### src/rtl/mac_pkg.sv
// -----------------------------------------------------------------------------
// mac_pkg
//   Shared definitions for the vector multiply-accumulate datapath:
//     - default width / stage constants used as parameter defaults,
//     - saturation-limit helpers acc_max(w) / acc_min(w),
//     - the sideband struct that travels alongside the multiplier.
// -----------------------------------------------------------------------------
package mac_pkg;

  localparam int DEF_W_IN        = 8;
  localparam int DEF_W_ACC       = 16;
  localparam int DEF_MULT_STAGES = 6;
  localparam int DEF_CNT_W       = 8;

  // Per-element tag carried next to the multiplier pipeline.
  typedef struct packed {
    logic valid;
    logic last;
  } sb_t;

  // Largest value of a w-bit two's-complement number, returned in 64 bits so
  // callers can slice it down to their own accumulator width.
  function automatic logic signed [63:0] acc_max(input int w);
    acc_max = (64'sd1 <<< (w - 1)) - 64'sd1;
  endfunction

  // Smallest value of a w-bit two's-complement number, in 64 bits.
  function automatic logic signed [63:0] acc_min(input int w);
    acc_min = -(64'sd1 <<< (w - 1));
  endfunction

endpackage : mac_pkg

### src/rtl/mac_mult_pipe.sv
// -----------------------------------------------------------------------------
// mac_mult_pipe
//   Signed W_IN x W_IN -> 2*W_IN multiplier with STAGES-1 register stages
//   behind the product. STAGES=1 gives a purely combinational product.
//   This is the single place where a technology multiplier macro would be
//   swapped in; the behavioural form below retimes cleanly in synthesis.
//
// Ports
//   clk   in   clock (unused when STAGES=1)
//   a_i   in   signed operand, W_IN bits
//   b_i   in   signed operand, W_IN bits
//   p_o   out  signed product, 2*W_IN bits, valid STAGES-1 cycles after a_i/b_i
//
// The pipeline carries no valid bits and no reset: qualification travels in
// the sideband shift register of the instantiating module.
// -----------------------------------------------------------------------------
module mac_mult_pipe #(
  parameter int W_IN   = 8,
  parameter int STAGES = 6
) (
  input  logic                       clk,
  input  logic signed [W_IN-1:0]     a_i,
  input  logic signed [W_IN-1:0]     b_i,
  output logic signed [2*W_IN-1:0]   p_o
);

  logic signed [2*W_IN-1:0] prod_c;

  // Both operands are signed, so they are sign-extended to the 2*W_IN
  // context before multiplying and the full product is exact.
  assign prod_c = a_i * b_i;

  generate
    if (STAGES == 1) begin : g_comb
      assign p_o = prod_c;
    end else begin : g_pipe
      logic signed [2*W_IN-1:0] stage_q [STAGES-1];

      always_ff @(posedge clk) begin
        stage_q[0] <= prod_c;
        for (int i = 1; i < STAGES - 1; i++) begin
          stage_q[i] <= stage_q[i-1];
        end
      end

      assign p_o = stage_q[STAGES-2];
    end
  endgenerate

endmodule : mac_mult_pipe

### src/rtl/mac_vec_acc.sv
// -----------------------------------------------------------------------------
// mac_vec_acc
//   Fully pipelined signed multiply-accumulate for vector dot products.
//   One operand pair per cycle, no back-pressure. Vectors are delimited by
//   last_in; the accumulator restarts on the first element of every vector
//   and reports completion, element count and a sticky overflow flag.
//
// Handshake: valid_in qualifies a, b and last_in in the cycle it is high;
//   there is no ready, every valid element is accepted. valid_out is a
//   one-cycle pulse per accumulated element, in issue order, exactly
//   MULT_STAGES+2 edges after the edge that sampled the element. done
//   pulses together with valid_out for the element that carried last_in.
//
// Ports
//   clk        in   clock
//   reset      in   synchronous, active-high reset
//   valid_in   in   operand pair valid this cycle
//   a, b       in   signed operands, W_IN bits
//   last_in    in   final element of a vector (ignored without valid_in)
//   f          out  signed running accumulator, W_ACC bits
//   valid_out  out  pulse per accumulated element
//   done       out  pulse on the accumulation of the final element
//   count      out  elements accumulated in the current vector (saturating)
//   overflow   out  sticky signed-overflow flag for the current vector
//
// Configuration
//   MAC_VEC_SAT_EN  defined:   overflowing sums clamp to the W_ACC signed
//                              max/min and accumulation continues from there.
//                   undefined: sums wrap modulo 2^W_ACC.
//                   overflow is flagged identically in both builds.
//
// Pipeline (element sampled at edge N):
//   N                input register (a_q, b_q, in_last_q, in_vld_q)
//   N+1..N+S-1       multiplier internal stages (S = MULT_STAGES)
//   N+S              raw product register, sideband tail
//   N+S+1            sign-extended product register
//   N+S+2            accumulator / outputs
// -----------------------------------------------------------------------------
module mac_vec_acc
  import mac_pkg::*;
#(
  parameter int W_IN        = DEF_W_IN,
  parameter int W_ACC       = DEF_W_ACC,     // must be >= 2*W_IN
  parameter int MULT_STAGES = DEF_MULT_STAGES, // 1..8
  parameter int CNT_W       = DEF_CNT_W
) (
  input  logic                     clk,
  input  logic                     reset,
  input  logic                     valid_in,
  input  logic signed [W_IN-1:0]   a,
  input  logic signed [W_IN-1:0]   b,
  input  logic                     last_in,
  output logic signed [W_ACC-1:0]  f,
  output logic                     valid_out,
  output logic                     done,
  output logic [CNT_W-1:0]         count,
  output logic                     overflow
);

  localparam logic [CNT_W-1:0] CNT_MAX = '1;
  localparam logic [CNT_W-1:0] CNT_ONE = CNT_W'(1);

  // ---------------------------------------------------------------------------
  // Input stage: operands are captured only for valid elements so the
  // multiplier inputs stay quiet through bubbles.
  // ---------------------------------------------------------------------------
  logic signed [W_IN-1:0] a_q;
  logic signed [W_IN-1:0] b_q;
  logic                   in_last_q;
  logic                   in_vld_q;

  always_ff @(posedge clk) begin
    if (valid_in) begin
      a_q       <= a;
      b_q       <= b;
      in_last_q <= last_in;
    end
  end

  always_ff @(posedge clk) begin
    if (reset) begin
      in_vld_q <= 1'b0;
    end else begin
      in_vld_q <= valid_in;
    end
  end

  // ---------------------------------------------------------------------------
  // Multiplier and product registers
  // ---------------------------------------------------------------------------
  logic signed [2*W_IN-1:0]  mult_p;
  logic signed [2*W_IN-1:0]  mult_q;
  logic signed [W_ACC-1:0]   prod_q;

  mac_mult_pipe #(
    .W_IN   (W_IN),
    .STAGES (MULT_STAGES)
  ) u_mult (
    .clk (clk),
    .a_i (a_q),
    .b_i (b_q),
    .p_o (mult_p)
  );

  always_ff @(posedge clk) begin
    mult_q <= mult_p;
    prod_q <= W_ACC'(mult_q);  // signed cast sign-extends to W_ACC
  end

  // ---------------------------------------------------------------------------
  // Sideband: MULT_STAGES-deep valid/last shift register. Its tail lines up
  // with mult_q; one more register lines it up with prod_q.
  // ---------------------------------------------------------------------------
  sb_t sb_q [MULT_STAGES];
  sb_t prod_sb_q;

  always_ff @(posedge clk) begin
    if (reset) begin
      for (int i = 0; i < MULT_STAGES; i++) begin
        sb_q[i] <= '0;
      end
      prod_sb_q <= '0;
    end else begin
      sb_q[0].valid <= in_vld_q;
      sb_q[0].last  <= in_last_q;
      for (int i = 1; i < MULT_STAGES; i++) begin
        sb_q[i] <= sb_q[i-1];
      end
      prod_sb_q <= sb_q[MULT_STAGES-1];
    end
  end

  // ---------------------------------------------------------------------------
  // Accumulate stage
  // ---------------------------------------------------------------------------
  logic signed [W_ACC-1:0] f_q,      f_d;
  logic                    vo_q,     vo_d;
  logic                    done_q,   done_d;
  logic [CNT_W-1:0]        cnt_q,    cnt_d;
  logic                    ovf_q,    ovf_d;
  logic                    first_q,  first_d;

  logic signed [W_ACC-1:0] base_c;
  logic signed [W_ACC-1:0] sum_c;
  logic signed [W_ACC-1:0] acc_c;
  logic                    ovf_c;

`ifdef MAC_VEC_SAT_EN
  localparam logic signed [63:0]      MAX64   = acc_max(W_ACC);
  localparam logic signed [63:0]      MIN64   = acc_min(W_ACC);
  localparam logic signed [W_ACC-1:0] ACC_MAX = MAX64[W_ACC-1:0];
  localparam logic signed [W_ACC-1:0] ACC_MIN = MIN64[W_ACC-1:0];
`endif

  // The first element of a vector adds onto zero rather than the held result.
  assign base_c = first_q ? '0 : f_q;
  assign sum_c  = base_c + prod_q;

  // Signed overflow: operands agree in sign, the wrapped sum does not.
  assign ovf_c = (base_c[W_ACC-1] == prod_q[W_ACC-1]) &&
                 (sum_c[W_ACC-1]  != base_c[W_ACC-1]);

`ifdef MAC_VEC_SAT_EN
  // On overflow both operands share a sign, so the product's sign tells the
  // direction of the overflow.
  assign acc_c = ovf_c ? (prod_q[W_ACC-1] ? ACC_MIN : ACC_MAX) : sum_c;
`else
  assign acc_c = sum_c;
`endif

  always_comb begin
    f_d     = f_q;
    vo_d    = 1'b0;
    done_d  = 1'b0;
    cnt_d   = cnt_q;
    ovf_d   = ovf_q;
    first_d = first_q;
    if (prod_sb_q.valid) begin
      f_d     = acc_c;
      vo_d    = 1'b1;
      done_d  = prod_sb_q.last;
      if (first_q) begin
        cnt_d = CNT_ONE;
        ovf_d = ovf_c;
      end else begin
        cnt_d = (cnt_q == CNT_MAX) ? cnt_q : cnt_q + CNT_ONE;
        ovf_d = ovf_q | ovf_c;
      end
      // The element after a 'last' starts a fresh vector.
      first_d = prod_sb_q.last;
    end
  end

  always_ff @(posedge clk) begin
    if (reset) begin
      f_q     <= '0;
      vo_q    <= 1'b0;
      done_q  <= 1'b0;
      cnt_q   <= '0;
      ovf_q   <= 1'b0;
      first_q <= 1'b1;
    end else begin
      f_q     <= f_d;
      vo_q    <= vo_d;
      done_q  <= done_d;
      cnt_q   <= cnt_d;
      ovf_q   <= ovf_d;
      first_q <= first_d;
    end
  end

  assign f         = f_q;
  assign valid_out = vo_q;
  assign done      = done_q;
  assign count     = cnt_q;
  assign overflow  = ovf_q;

endmodule : mac_vec_acc

### config.mk
export PLATFORM = sky130hd
export DESIGN_NAME = mac_vec_acc
export DESIGN_NICKNAME = d
export VERILOG_FILES = /design/src/rtl/mac_pkg.sv /design/src/rtl/mac_mult_pipe.sv /design/src/rtl/mac_vec_acc.sv
export SDC_FILE = /design/constraint.sdc
export NUM_CORES = 1
export LEC_CHECK = 0
export ABC_AREA = 1
export BUFFER_PORTS_ARGS = -buffer_cell sky130_fd_sc_hd__buf_2
export CORE_MARGIN = 2
export CORE_UTILIZATION = 25
export CTS_CLUSTER_DIAMETER = 200
export DETAILED_ROUTE_END_ITERATION = 12
export HOLD_SLACK_MARGIN = 0.06
export PLACE_DENSITY = 0.44
export SETUP_SLACK_MARGIN = 0.3
export SYNTH_ARGS = -nofsm -noshare
export SYNTH_HDL_FRONTEND = slang
export SYNTH_SLANG_ARGS = --single-unit
export TNS_END_PERCENT = 100
### constraint.sdc
create_clock -name clk -period 10.8 [get_ports clk]
set_input_delay 1.62 -clock clk [delete_from_list [all_inputs] [get_ports clk]]
set_output_delay 1.62 -clock clk [all_outputs]
set_load 0.02 [all_outputs]
== Word level (Yosys, flattened, before mapping) ==
Memories as Yosys holds them, arrays and structs flattened. A register that Yosys moved wholly into a read port is not among the register bits.
Cells that the tools add are included.

* Register bits: 62
* Memory bits (writable): 92
* Logic and storage cells: 47
* Memories: 2

* Add/subtract/negate cells: 2
* $mul: 1
* Equal/unequal tests: 4
* Multiplexer cells: 15
* Bitwise operators: 9
* Reduce and logical (&&, ||, !) cells: 3

{| class="wikitable"
|+ Memory list
! name !! depth !! width !! rd ports !! clocked after memory_dff !! write ports !! RTL line !! source
|-
| u_mult.g_pipe.stage_q || 5 || 16 || 5 || 1 || 5 || mac_mult_pipe.sv:37 || <nowiki>logic signed [2*W_IN-1:0] stage_q [STAGES-1];</nowiki>
|-
| sb_q || 6 || 2 || 6 || 1 || 6 || mac_vec_acc.sv:114 || <nowiki>sb_t sb_q [MULT_STAGES];</nowiki>
|}

{| class="wikitable"
|+ Operators by type and width
! operator !! count
|-
| 16-bit adder || 1
|-
| 8-bit by 8-bit multiplier with 16-bit output || 1
|-
| 16-bit two-way mux || 1
|-
| 8-bit two-way mux || 2
|-
| 2-bit two-way mux || 5
|-
| 8-bit by 1-bit adder with 8-bit output, second input constant || 1
|-
| 8-bit == test, second input constant || 1
|-
| 1-bit bitwise OR || 8
|-
| 1-bit two-way mux || 7
|-
| 2-bit inequality test, second input constant || 1
|-
| 2-bit AND reduction || 1
|-
| 2-bit OR reduction || 1
|-
| 1-bit == test || 1
|-
| 1-bit logical AND || 1
|-
| 1-bit inequality test || 1
|-
| 1-bit inverter || 1
|}

== Depth between registers and ports, before layout ==
Gate-level depths: netlist (run 1).

* Depth after elaboration: 6
* Depth in mapped cells: 22
* Gate-level depth less buffers: 21

== Hierarchy ==
Synthesis (run 1) repeated with hierarchy kept, for this count alone.

* Cells, all modules: 964
* Area total of the unflattened synthesis: 8195.4 um2

{| class="wikitable"
|+ By module, submodules not included
! module !! instances !! cells each !! area an instance (um2) !! seq. area each (um2)
|-
| mac_mult_pipe || 1 || 484 || 4369.2 || 1601.5
|-
| mac_vec_acc || 1 || 480 || 3826.2 || 2011.9
|}

== Least setup slack after synthesis (run 1) ==
Ideal clock, no wire load.

* Path type: register to register
* Start: register a_q[0]
* End: memory u_mult.g_pipe.stage_q[0][14] (netlist name)
* Library setup time: 0.119 ns
* Arrival time: 3.995 ns
* Required time: 10.681 ns
* Setup slack: 6.686 ns
* Stages on the path, launching flop included: 18
* Buffers on the path: 1
* Clock period less this slack: 4.114 ns
* Cells stage by stage: edfxtp_1 clkbuf_1 or2_2 fa_1 fa_1 inv_1 fa_1 inv_1 fa_1 inv_1 ha_1 a21oi_1 o21ai_2 nand2_1 nand2_1 nand2_1 nand2_1 xor2_1

{| class="wikitable"
|+ RTL lines
! item !! RTL line !! source
|-
| from (decl) || mac_vec_acc.sv:67 || <nowiki>logic signed [W_IN-1:0] a_q;</nowiki>
|-
| from (signal assigned) || mac_vec_acc.sv:74 || <nowiki>a_q <= a;</nowiki>
|-
| to (decl) || mac_mult_pipe.sv:37 ||
|}

==> results of run 1 <==
==> routing by layer <==
metal	up-vias	GRT usage [%]	share of wire (%)
li1	2843	-	-
met4	0	3.26	1.0
met3	11	2.25	2.7
met1	2300	12.3	51
met2	58	15.0	45
met5	-	0	0
==> worst register-to-register path, cell delays in order (launching register included) <==
cell	delay, ns
edfxtp_1	0.50
or2_2	0.35
fa_1	0.51
fa_1	0.54
inv_1	0.05
fa_1	0.53
inv_1	0.05
fa_1	0.52
inv_1	0.04
ha_1	0.35
a21oi_1	0.19
o21ai_2	0.10
nand2_1	0.06
nand2_1	0.08
nand2_1	0.06
nand2_1	0.05
xor2_1	0.14
==> cell type report <==
class | count | area [µm²]
well taps | 442 | 553
flip-flops and latches | 172 | 3610
repair buffers | 46 | 230
multi-input cells | 506 | 3550
clock inverters | 13 | 158
clock buffers | 18 | 439
fillers | 3410 | 22900
inverters | 235 | 885
==> cell usage after synthesis (2+ instances only) <==
cell      count
nand2_1     197
o21ai_0      10
nand3_2       3
clkbuf_1     20
xnor2_1      10
inv_2         6
nor2_1       64
nand2_2       5
nand4_1       4
dfxtp_1     155
edfxtp_1     17
and3_1        2
inv_1       227
buf_2         3
o21ai_1       2
a21oi_1      38
nor3_1        3
fa_1         56
nand3b_1      3
ha_1         45
nand3_1      36
xor2_1       13
==> flip-flops by register name, summed over array words and instances (netlist names) <==
signal,count
u_mult.g_pipe.stage_q,80
in_vld_q,1
overflow,1
prod_q,16
count,8
sb_q,12
valid_out,1
a_q,8
mult_q,16
in_last_q,1
first_q,1
f,16
done,1
b_q,8
prod_sb_q,2
==> placed cells by master (no fill, tap or decap), drive strengths merged <==
master and n:
inv 240, nand2 203, dfxtp 155, nor2 66
fa 56, buf 46, ha 45, a21oi 39
nand3 39, clkbuf 18, edfxtp 17, xor2 13
o21ai 13, xnor2 10, nand4 4, nor3 4
nand3b 3, clkinvlp 3, clkinv 3, and3 2
bufinv 2, or2 1, o21a 1, a21o 1
nand2b 1, a21boi 1, and2 1, o211ai 1
o21bai 1, a211o 1
==> power by group <==
part           total [mW]  leakage [nW]  internal (mW)  switching [mW]
registers           0.906          1.46          0.857          0.0491
clock network       0.616         0.285          0.353           0.263
logic               0.850          3.07          0.352           0.499
total                2.37          4.82           1.56           0.811
==> cells by family (layout without fill, tap and decap cells) <==
| kind of cell | Yosys count | in the layout | synth area share [%] |
|---|---|---|---|
| xor gates and xnor gates | 23 | 23 | 2.47 |
| buffers and inverters | 260 | 312 | 12.1 |
| adders and majority gates | 101 | 101 | 20.7 |
| AOI/OAI and AO/OA | 58 | 58 | 3.85 |
| and+or+nand+nor | 324 | 324 | 16.6 |
| DFF | 172 | 172 | 44.3 |
==> through the flow <==
step	utilization, %	hold slack (ns)	worst slack [ns]	cells	instance area (µm²)
floorplan	-	0.310	6.69	938	8150
global placement	27.4	0.310	6.56	1401	8830
detailed placement	27.4	0.312	6.52	1401	8830
CTS	29.2	0.318	6.51	1432	9430
global route	29.2	0.324	6.26	1432	9430
finish	29.2	0.319	6.55	1432	9430
==> worst paths after layout <==
path	startpoint	to	slack [ns]	cells past startpoint
max	a_q[0]$_DFFE_PP_	u_mult.g_pipe.stage_q[0][14]$_DFF_P_	6.55	16
max reg2reg	a_q[0]$_DFFE_PP_	u_mult.g_pipe.stage_q[0][14]$_DFF_P_	6.55	16
min reg2reg	u_mult.g_pipe.stage_q[3][6]$_DFF_P_	u_mult.g_pipe.stage_q[4][6]$_DFF_P_	0.32	0
min	u_mult.g_pipe.stage_q[3][6]$_DFF_P_	u_mult.g_pipe.stage_q[4][6]$_DFF_P_	0.32	0
==> run metrics, run 1 <==
yosys warns=0; Yosys reg bits=between 150 and 200; Remaining DRCs=0; Final Slew Violations=0; largest net degree at the start of global routing=37; initial drt markers=between 200 and 300; post-synthesis cell count=between 900 and 1k; Synth area leaders=dfxtp_1, fa_1, inv_1; Distinct cells, synth=around 40; fin crit share=39.4%; Final nets=~1.1k; CP cell instances=or2_2 -> fa_1 -> fa_1 -> inv_1 -> fa_1 -> inv_1 -> fa_1 -> inv_1 -> ha_1 -> a21oi_1 -> o21ai_2 -> nand2_1 -> nand2_1 -> nand2_1 -> nand2_1 -> xor2_1; Mapped Avg Cell Area=between 8 and 9 µm²; pwr dens=252 nW/µm²; Worst Skew=about 0.017 ns; Area growth syn-to-layout=15.7%; Critical Path RT=roughly 11 ns; drt total wl=~14 mm; worst skew pair latency=between 0.4 and 0.5 ns; fraction of layout cells with a size suffix above 1=between 10% and 20%; Synth top area share=between 30% and 40%; delay-heaviest family, CP=adder cells; total number of vias=about 5.2k; Worst-path clk slew=about 0.070 ns; area leader, netlist=dfxtp_1; Hold WC Path Type=reg2reg; clk sink count=172; Starting Density=between 20% and 30%; Worst path slowest cell=fa_1; TritonCTS clock tree=built; Final ANT Viol Nets=0; CTS-repair resized insts=0; CP max FO=8; drt wl/cell=10.0 µm; minimum clock period=4.25 ns; Post-CTS Hold Buffers=0; Post-synth EDFFs=17; Core Region=roughly 32000 µm²; # Post-CTS Setup Buffers=0; Total GRT Usage=under 10%; sequential share of the synthesized area=between 40% and 50%; Worst EP arrival=~4.6 ns; WS Path Type=reg2reg; Worst Path Buf+Inv=3; Hold Vio Cnt, Final=0; I/O pins=47; RSZ-0062 raised after global routing=no; H-tree lvl count=4; Via density=~3.6; net count after synthesis=around 1.1k; Die Wd=approximately 180 µm; vias in the first global route=between 5k and 6k; max cap viols=0; placer congestion estimate=between 0.8 and 0.9; CTS root buffer=clkbuf_16; Buffers on Ports=46; Power, Total=2.37 mW; Die Ht=around 180 µm; first drt pass iteration count=4; Worst-Margin Slew=just under 0.8 ns; crit path capture type=register; num rows=66; CTS Buffer Depth=2; Final HPWL DP=11.1 mm; Fmax=approximately 240 MHz; antenna cells=0; VDD IR max=around 0.00013 V; Final Setup Violations=0; global-route wire length before repair=~25 mm; Slew headroom=about half; ys flop type=dfxtp_1; Total Neg Setup Slack=0 ns; Startpoint Class=register; initial antenna violation count=0; Pleak=4.82 nW; CP peak stage delay=0.54 ns; die area=34100 µm²; gr ovfl total=0; status=finished, final reports clean; CTS Buf Count=17; Synth Cell Area=approximately 8200 µm²; Async S/R FF share, synth=0%
Note: power is estimated with default switching activity, not from simulation.
==> inputs of run 2 (changes only) <==
- clock period: 10.8 -> 4.1 ns (I/O delays scaled with it)
==> run metrics, run 2 (synthesized netlist as in run 1, its figures left out) <==
status=finished, final reports clean; Reg-to-Reg End=u_mult.g_pipe.stage_q[0][12]$_DFF_P_; worst slack, placed=0.0428 ns; Worst EP arrival=approximately 4.2 ns; CTS Buffer Depth=2; Worst Skew=around 0.013 ns; M2 GR Usage=around 15%; Pleak=about 4.9 nW; Remaining DRCs=0; Final Slew Violations=0; drt wl/cell=roughly 10 µm; Post-Route Utilization=a little under a third; gr ovfl total=0; GR Layer Usage met3=2.25%; initial drt markers=between 200 and 300; vias in the first global route=between 5k and 6k; Critical Path RT=roughly 4.4 ns; fin crit share=~96%; H-tree lvl count=4; die area=around 34000 µm²; TritonCTS clock tree=built; first drt pass iteration count=5; Worst Path Buf+Inv=5; Slew headroom=between 50% and 60%; dpl cells=between 1k and 1.5k; Worst-Margin Slew=~0.73 ns; I/O pins=47; delay-heaviest family, CP=adder cells; max FFs per register=80; Total GRT Usage=under 10%; Hold Vio Cnt, Final=0; Post-CTS Hold Buffers=0; clk sink count=approximately 170; Die Wd=about 180 µm; CTS Buf Count=17; total number of vias=5291; Buffers on Ports=46; Via density=between 3 and 4; fin area=about 9800 µm²; Fmax=about 250 MHz; minimum clock period=slightly below 4 ns; WHS Endpoint=u_mult.g_pipe.stage_q[4][9]$_DFF_P_; Worst Hold Launch=u_mult.g_pipe.stage_q[3][9]$_DFF_P_; VDD IR max=between 0.0003 and 0.0004 V; post-route insts no fill=~1.5k; Startpoint Class=register; RSZ-0062 raised after global routing=yes; Worst path slowest cell=edfxtp_1; CP max FO=8; Die Ht=roughly 180 µm; Final ANT Viol Nets=0; Final Setup Violations=0; Core Region=32300 µm²; worst skew pair latency=between 0.4 and 0.5 ns; largest net degree at the start of global routing=37; Final HPWL DP=about 11 mm; CP peak stage delay=between 0.5 and 0.6 ns; most common cell after layout, fill and taps aside=inv_1; antenna cells=0; Worst-path clk slew=0.07 ns; initial antenna violation count=0; worst-case reg-to-reg path depth=15; reg2reg setup slack=0.16 ns; Area growth syn-to-layout=20.4%; Fin Hold WS=around 0.31 ns; cell depth of the worst hold path=0; fraction of layout cells with a size suffix above 1=approximately 17%; CP cell instances=nand2_2 -> fa_2 -> buf_6 -> fa_1 -> inv_1 -> fa_1 -> inv_2 -> fa_2 -> inv_2 -> ha_4 -> a21oi_1 -> o21a_1 -> nand2_2 -> buf_4 -> xor2_1; WS Path Type=reg2reg; num rows=66; most frequent cells in the layout=inv_1, nand2_1, dfxtp_1, nor2_1, fa_1; drt total wl=approximately 15 mm; Most Crowded Layer GR=met2; Reg with most FFs=u_mult.g_pipe.stage_q; crit path capture type=register; Hold WC Path Type=reg2reg; Final nets=around 1.1k; CTS root buffer=clkbuf_16; met1 Usage GRT=between 10% and 20%; setup slack after layout=about 0.16 ns; global-route wire length before repair=~25 mm; dpl cell area=about 8900 µm²; placer congestion estimate=between 0.8 and 0.9; RR Startpoint=a_q[7]$_DFFE_PP_; pwr dens=708 nW/µm²; Starting Density=around a quarter; max cap viols=0
==> run 2: cell types whose count changed in the layout (fill, tap and decap cells not counted), sizes merged <==
| cell | delta |
|---|---|
| buf | +23 |
| clkinv | -1 |
| clkinvlp | -1 |
| inv | +2 |
==> run 2: through the flow <==
stage	power (mW)	TNS (ns)
2_1_floorplan	4.42	0
3_5_place_dp	4.91	0
4_1_cts	6.79	0
5_1_grt	7.59	-0.0210
6_report	6.95	0
3_3_place_gp	4.89	0
==> run 2: area by class of cell <==
cell class | count | area, µm²
Tap cell | 442 | 553
Multi-Input combinational cell | 506 | 3760
Timing Repair Buffer | 69 | 414
Clock buffer | 18 | 429
Clock inverter | 13 | 154
Fill cell | 3396 | 22500
Inverter | 235 | 887
Sequential cell | 172 | 3610
==> run 2: metal layers <==
| layer | up-vias | routed length [µm] |
|---|---|---|
| met2 | 60 | 6580 |
| met5 | - | 0 |
| met3 | 11 | 416 |
| met4 | 0 | 176 |
| met1 | 2332 | 7450 |
| li1 | 2888 | - |
==> run 2: repair_timing <==
item | in CTS | in global routing
setup buffers | 10 | 8
endpoints found under the hold margin | 0 | 0
cloned | 0 | 0
pin swaps | 27 | 26
setup endpoints to repair | 7 | 8
resized for setup | 27 | 23
==> run 2: where the power goes <==
part	total [mW]	switching [mW]	internal, mW	leakage [nW]
clock	1.61	0.694	0.912	0.281
sequential	2.38	0.124	2.26	1.46
combinational	2.96	1.60	1.36	3.18
total	6.95	2.42	4.53	4.92
==> run 2: worst max path at each step <==
stage | startpoint | to | cells past startpoint
6_report | a_q[7]$_DFFE_PP_ | u_mult.g_pipe.stage_q[0][12]$_DFF_P_ | 15
5_1_grt | b_q[3]$_DFFE_PP_ | u_mult.g_pipe.stage_q[0][13]$_DFF_P_ | 16
4_1_cts | b_q[4]$_DFFE_PP_ | u_mult.g_pipe.stage_q[0][14]$_DFF_P_ | 18
3_5_place_dp | b_q[3]$_DFFE_PP_ | u_mult.g_pipe.stage_q[0][15]$_DFF_P_ | 15
3_3_place_gp | b_q[5]$_DFFE_PP_ | u_mult.g_pipe.stage_q[0][15]$_DFF_P_ | 17
2_1_floorplan | a_q[3]$_DFFE_PP_ | u_mult.g_pipe.stage_q[0][14]$_DFF_P_ | 19
==> run 2: worst reg2reg max path: stages, from the launching register on <==
cell,delay (ns)
edfxtp_1,0.53
nand2_2,0.17
fa_2,0.53
buf_6,0.16
fa_1,0.46
inv_1,0.05
fa_1,0.49
inv_2,0.04
fa_2,0.53
inv_2,0.04
ha_4,0.23
a21oi_1,0.14
o21a_1,0.15
nand2_2,0.06
buf_4,0.13
xor2_1,0.13
